==> src/rtl/mem_pkg.sv <==
// Shared definitions for the load/store unit: funct3 encodings, FSM states,
// byte-enable patterns and small decode helpers.
package mem_pkg;

  localparam logic [2:0] F3_LB  = 3'b000;
  localparam logic [2:0] F3_LH  = 3'b001;
  localparam logic [2:0] F3_LW  = 3'b010;
  localparam logic [2:0] F3_LBU = 3'b100;
  localparam logic [2:0] F3_LHU = 3'b101;

  typedef enum logic [1:0] {
    IDLE = 2'd0,
    BUSY = 2'd1,
    DONE = 2'd2
  } state_t;

  localparam logic [3:0] BE_BYTE = 4'b0001;
  localparam logic [3:0] BE_HALF = 4'b0011;
  localparam logic [3:0] BE_WORD = 4'b1111;

  function automatic logic is_byte(input logic [2:0] f3);
    return (f3 == F3_LB) || (f3 == F3_LBU);
  endfunction

  function automatic logic is_half(input logic [2:0] f3);
    return (f3 == F3_LH) || (f3 == F3_LHU);
  endfunction

  // Anything that is not a byte or half access is handled as a word.
  function automatic logic [3:0] byte_enable(input logic [2:0] f3, input logic [1:0] off);
    if (is_byte(f3))      return BE_BYTE << off;
    else if (is_half(f3)) return BE_HALF << off;
    else                  return BE_WORD;
  endfunction

  function automatic logic [31:0] lane_data(input logic [2:0] f3, input logic [31:0] d);
    if (is_byte(f3))      return {4{d[7:0]}};
    else if (is_half(f3)) return {2{d[15:0]}};
    else                  return d;
  endfunction

endpackage

==> src/rtl/mem_load_align.sv <==
// Selects the byte/half lane of a read word and sign- or zero-extends it.
module mem_load_align
  import mem_pkg::*;
(
  input  logic [31:0] word,
  input  logic [1:0]  offset,
  input  logic [2:0]  funct3,
  output logic [31:0] value
);

  logic [7:0]  lane_b;
  logic [15:0] lane_h;

  // Lane selection and extension by access size/sign.
  always_comb begin
    case (offset)
      2'd0:    lane_b = word[7:0];
      2'd1:    lane_b = word[15:8];
      2'd2:    lane_b = word[23:16];
      default: lane_b = word[31:24];
    endcase
    lane_h = offset[1] ? word[31:16] : word[15:0];
    case (funct3)
      F3_LB:   value = {{24{lane_b[7]}}, lane_b};
      F3_LBU:  value = {24'b0, lane_b};
      F3_LH:   value = {{16{lane_h[15]}}, lane_h};
      F3_LHU:  value = {16'b0, lane_h};
      default: value = word;
    endcase
  end

endmodule

==> src/rtl/mem_access_unit.sv <==
// Load/store unit: drives a req/ack data bus, stalls the core while an access
// is outstanding and returns formatted load data.
module mem_access_unit
  import mem_pkg::*;
#(
  parameter int unsigned WAIT_LIMIT = 15
) (
  input  logic        clk,
  input  logic        rst,
  input  logic        mem_req,
  input  logic        mem_we,
  input  logic [2:0]  funct3,
  input  logic [31:0] addr,
  input  logic [31:0] wdata,
  output logic [31:0] rdata,
  output logic        stall,
  output logic        misaligned,
  output logic        err,
  output logic        bus_req,
  output logic        bus_we,
  output logic [31:0] bus_addr,
  output logic [3:0]  bus_be,
  output logic [31:0] bus_wdata,
  input  logic [31:0] bus_rdata,
  input  logic        bus_ack
);

  localparam int unsigned CW = $clog2(WAIT_LIMIT + 1);

  state_t         state, state_next;
  logic [CW-1:0]  cnt;
  logic [2:0]     f3_q;
  logic [1:0]     off_q;
  logic [31:0]    load_val;
  logic           start, ack_hit, timeout;

  assign misaligned = mem_req &
                      ((is_half(funct3) & addr[0]) |
                       (!is_byte(funct3) & !is_half(funct3) & (addr[1:0] != 2'b00)));

  assign stall = mem_req & !misaligned & (state != DONE);

  mem_load_align u_align (
    .word   (bus_rdata),
    .offset (off_q),
    .funct3 (f3_q),
    .value  (load_val)
  );

  // State register.
  always_ff @(posedge clk or posedge rst) begin
    if (rst) state <= IDLE;
    else     state <= state_next;
  end

  // Next-state decode; ack takes priority over the timeout.
  always_comb begin
    state_next = state;
    start      = 1'b0;
    ack_hit    = 1'b0;
    timeout    = 1'b0;
    case (state)
      IDLE: begin
        if (mem_req && !misaligned) begin
          start      = 1'b1;
          state_next = BUSY;
        end
      end
      BUSY: begin
        if (bus_ack) begin
          ack_hit    = 1'b1;
          state_next = DONE;
        end else if (cnt == CW'(WAIT_LIMIT)) begin
          timeout    = 1'b1;
          state_next = DONE;
        end
      end
      DONE:    state_next = IDLE;
      default: state_next = IDLE;
    endcase
  end

  // Bus request/attribute latches, wait counter, load data and sticky error.
  always_ff @(posedge clk or posedge rst) begin
    if (rst) begin
      bus_req   <= 1'b0;
      bus_we    <= 1'b0;
      bus_addr  <= '0;
      bus_be    <= '0;
      bus_wdata <= '0;
      f3_q      <= '0;
      off_q     <= '0;
      cnt       <= '0;
      rdata     <= '0;
      err       <= 1'b0;
    end else begin
      if (start) begin
        bus_req   <= 1'b1;
        bus_we    <= mem_we;
        bus_addr  <= {addr[31:2], 2'b00};
        bus_be    <= byte_enable(funct3, addr[1:0]);
        bus_wdata <= lane_data(funct3, wdata);
        f3_q      <= funct3;
        off_q     <= addr[1:0];
        cnt       <= '0;
      end
      if (ack_hit) begin
        bus_req <= 1'b0;
        if (!bus_we) rdata <= load_val;
      end
      if (timeout) begin
        bus_req <= 1'b0;
        err     <= 1'b1;
        if (!bus_we) rdata <= '0;
      end
      if (state == BUSY && !ack_hit && !timeout) cnt <= cnt + CW'(1);
    end
  end

endmodule
==> config.mk <==
export PLATFORM = sky130hd
export DESIGN_NAME = mem_access_unit
export DESIGN_NICKNAME = d
export VERILOG_FILES = /design/src/rtl/mem_pkg.sv /design/src/rtl/mem_load_align.sv /design/src/rtl/mem_access_unit.sv
export SDC_FILE = /design/constraint.sdc
export NUM_CORES = 1
export LEC_CHECK = 0
export CAP_MARGIN = 0
export CORE_MARGIN = 1
export CORE_UTILIZATION = 41
export DETAILED_ROUTE_END_ITERATION = 8
export PLACE_DENSITY = 0.79
export SYNTH_ARGS = -nofsm -noshare
export SYNTH_HDL_FRONTEND = slang
export SYNTH_HIERARCHICAL = 1
export SYNTH_SLANG_ARGS = --single-unit
==> constraint.sdc <==
create_clock -name clk -period 4.15 [get_ports clk]
set_input_delay 1.245 -clock clk [delete_from_list [all_inputs] [get_ports clk]]
set_output_delay 1.245 -clock clk [all_outputs]
set_load 0.005 [all_outputs]
==> results.py <==
metrics = {
    "layout": {
        "fin_area_mm2": 0.00825,
        "area_delta_synth_final_pct": 43.1,
        "final_common_cell": "nand2_1",
        "drive_gt1_frac": 0.0611,
        "layout_common_cells": "nand2_1 (235), clkdlybuf4s50_1 (205), dfrtp_1 (112)",
        "diodes": 0,
        "final_nets": 955,
        "postLayoutCoreUtil": 0.613,
        "fin_cells": 1027,
    },
    "timing": {
        "fin_ws_ns": 0.0856,
        "setup-tns-final_ns": 0,
        "fin_skew_ns": 0.00649,
        "tightest_slew_ns": 1.05,
        "slew_viol_final": 0,
        "fin_crit_ns": 4.06,
        "setup_viol": 0,
        "fmax_mhz": 246,
        "slew_headroom": 0.301,
        "period_share": 0.979,
        "hold_violations": 0,
    },
    "clocking": {
        "cts_tree": "done",
        "htreeDepth": 3,
        "cts_inserted_buffers": 9,
        "cts.sinks": 112,
        "clk_path_buf_depth": 2,
        "cts-root-buf": "clkbuf_16",
        "clk_latency_ns": 0.35,
        "clk_pin_slew_ns": 0.07,
    },
    "floorplan": {
        "ioPinCount": 209,
        "num_rows": 42,
        "die-area_mm2": 0.0145,
        "die_w_um": 121,
        "start_util": 0.428,
        "core_area_mm2": 0.0135,
        "fp.dieH_um": 121,
    },
    "grt": {
        "grt_pass1_wl_um": 26600,
        "grt_overflow_total": 0,
        "grt_max_degree": 113,
        "grt_pass1_vias": 5093,
        "grtUsageTotal": 0.236,
        "antenna_found_initial": 1,
    },
    "place": {
        "numPlacedInstances": 1011,
        "dpl_cell_area_mm2": 0.00795,
        "dp_hpwl_um": 11500,
        "place.gp.congestion": 0.918,
        "port_buffers": 206,
        "pre_cts_ws_ns": 0.0268,
    },
    "worst_setup_path": {
        "path_cells": "clkdlybuf4s50_1 -> and3b_1 -> nor2_2 -> nand2_1 -> a21oi_1 -> clkdlybuf4s50_1",
        "start_kind": "primary input",
        "path_class": "in -> out",
        "cp_max_fo": 4,
        "worst_path_dominant_cell_family": "buffers and inverters",
        "slowest_delay_ns": 0.52,
        "endpoint_kind": "output pin",
        "crit_slowest_cell": "clkdlybuf4s50_1",
        "cp.required_ns": 2.90,
        "path_buf_inv": 2,
        "cp_common_cell": "clkdlybuf4s50_1",
        "arrival_ns": 2.82,
    },
    "synthesis": {
        "ys_ff_latch": 112,
        "synth.distinct_cells": 45,
        "synth-edff-count": 0,
        "syn_avg_cell_area_um2": 8.75,
        "ys.flop_type": "dfrtp_1",
        "netlist_area_mm2": 0.00576,
        "syn_inst": 659,
        "ys_seq_area_frac": 0.486,
        "synth_async_sr_flop_share": 1.00,
        "yosysWarningCount": 6,
        "synthTopCellsByArea": "dfrtp_1 (49%), nand2_1 (15%), o21ai_0 (5.0%)",
        "synth_top_cell_by_area": "dfrtp_1",
        "synth_top_area_frac": 0.486,
    },
    "routing": {
        "wl_per_cell_um": 16.1,
        "drc_errors": 0,
        "via_per_inst": 5.19,
        "antenna_left": 0,
        "dr_total_vias": 5331,
        "dr.first_iter.drc_count": 495,
        "drtPass1Iterations": 7,
        "routed_wl_um": 16500,
    },
    "power": {
        "cellPowerDensity_mw_per_mm2": 540,
        "vdd.ir_drop.worst_v": 0.000225,
        "leakagePower_nw": 3.73,
    },
    "hold_path": {
        "worst_hold_path_type": "reg -> reg",
    },
    "run_status": {
        "outcome": "finished, final reports clean",
    },
    "flow_run": {
        "max_cap_viol_count": 0,
    },
}
cell usage after synthesis (4+ instances only):
master,count
o22ai_1,17
ha_1,5
nor2b_1,14
o21ai_0,58
nand3_1,5
mux2i_1,26
nor2_1,46
a21oi_1,27
mux4_1,7
nand2_1,235
clkbuf_1,19
buf_2,15
dfrtp_1,112
buf_6,7
o221ai_2,4
a311oi_1,7
inv_1,13
power breakdown:
part | internal [mW] | switching [mW] | total (mW)
combinational | 1.05 | 0.808 | 1.86
clock | 0.445 | 0.398 | 0.842
sequential | 1.47 | 0.277 | 1.75
final timing paths:
| kind | cells after the start | slack [ns] | startpoint | endpoint |
|---|---|---|---|---|
| hold reg to reg | 1 | 0.47 | err | err |
| max in group asynchronous | 3 | 2.25 | rst | bus_wdata[20] |
| setup / recovery | 6 | 0.09 | funct3[1] | stall |
| min in group asynchronous | 3 | 1.34 | rst | asynchronous set/reset pin |
| setup reg to reg | 5 | 1.75 | off_q[1] | register |
| hold / removal | 1 | 0.47 | err | err |
final cells by class:
type | instances | area [um2]
clock inverters | 3 | 26.3
fillers | 1206 | 5210
flip-flops and latches | 112 | 2800
inverters | 15 | 60.1
clock buffers | 13 | 260
multi-input cells | 485 | 2660
repair buffers | 223 | 2220
well taps | 176 | 220
cells by family after synthesis:
kind of cell | count (synthesis) | share of synthesized area
compound gates | 129 | 0.145
fa+ha+maj | 5 | 0.0109
flops | 112 | 0.486
buf+inv | 63 | 0.0558
other cells | 1 | 0.000651
simple gates | 314 | 0.220
mux | 35 | 0.0823
what timing repair did:
action	4_1_cts	5_1_grt
gates resized for setup	0	5
endpoints found under the setup margin	0	2
buffers inserted	0	0
hold buffers	0	0
routing by layer:
layer / up-vias / track usage / routed length [um] / share of wire
met5: - / 0 / 11 / 0.00067
met3: 23 / 0.0825 / 1650 / 0.10
met4: 2 / 0.0718 / 284 / 0.017
li1: 2572 / - / - / -
met1: 2482 / 0.306 / 6870 / 0.42
met2: 252 / 0.371 / 7670 / 0.47
stage by stage:
stage	power [mW]	hold slack, ns
finish	4.45	0.472
global route	4.77	0.485
CTS	4.49	0.477
detailed placement	3.63	0.459
global placement	3.59	0.450
floorplan	2.59	0.459
Power figures use the tool's default switching activity.
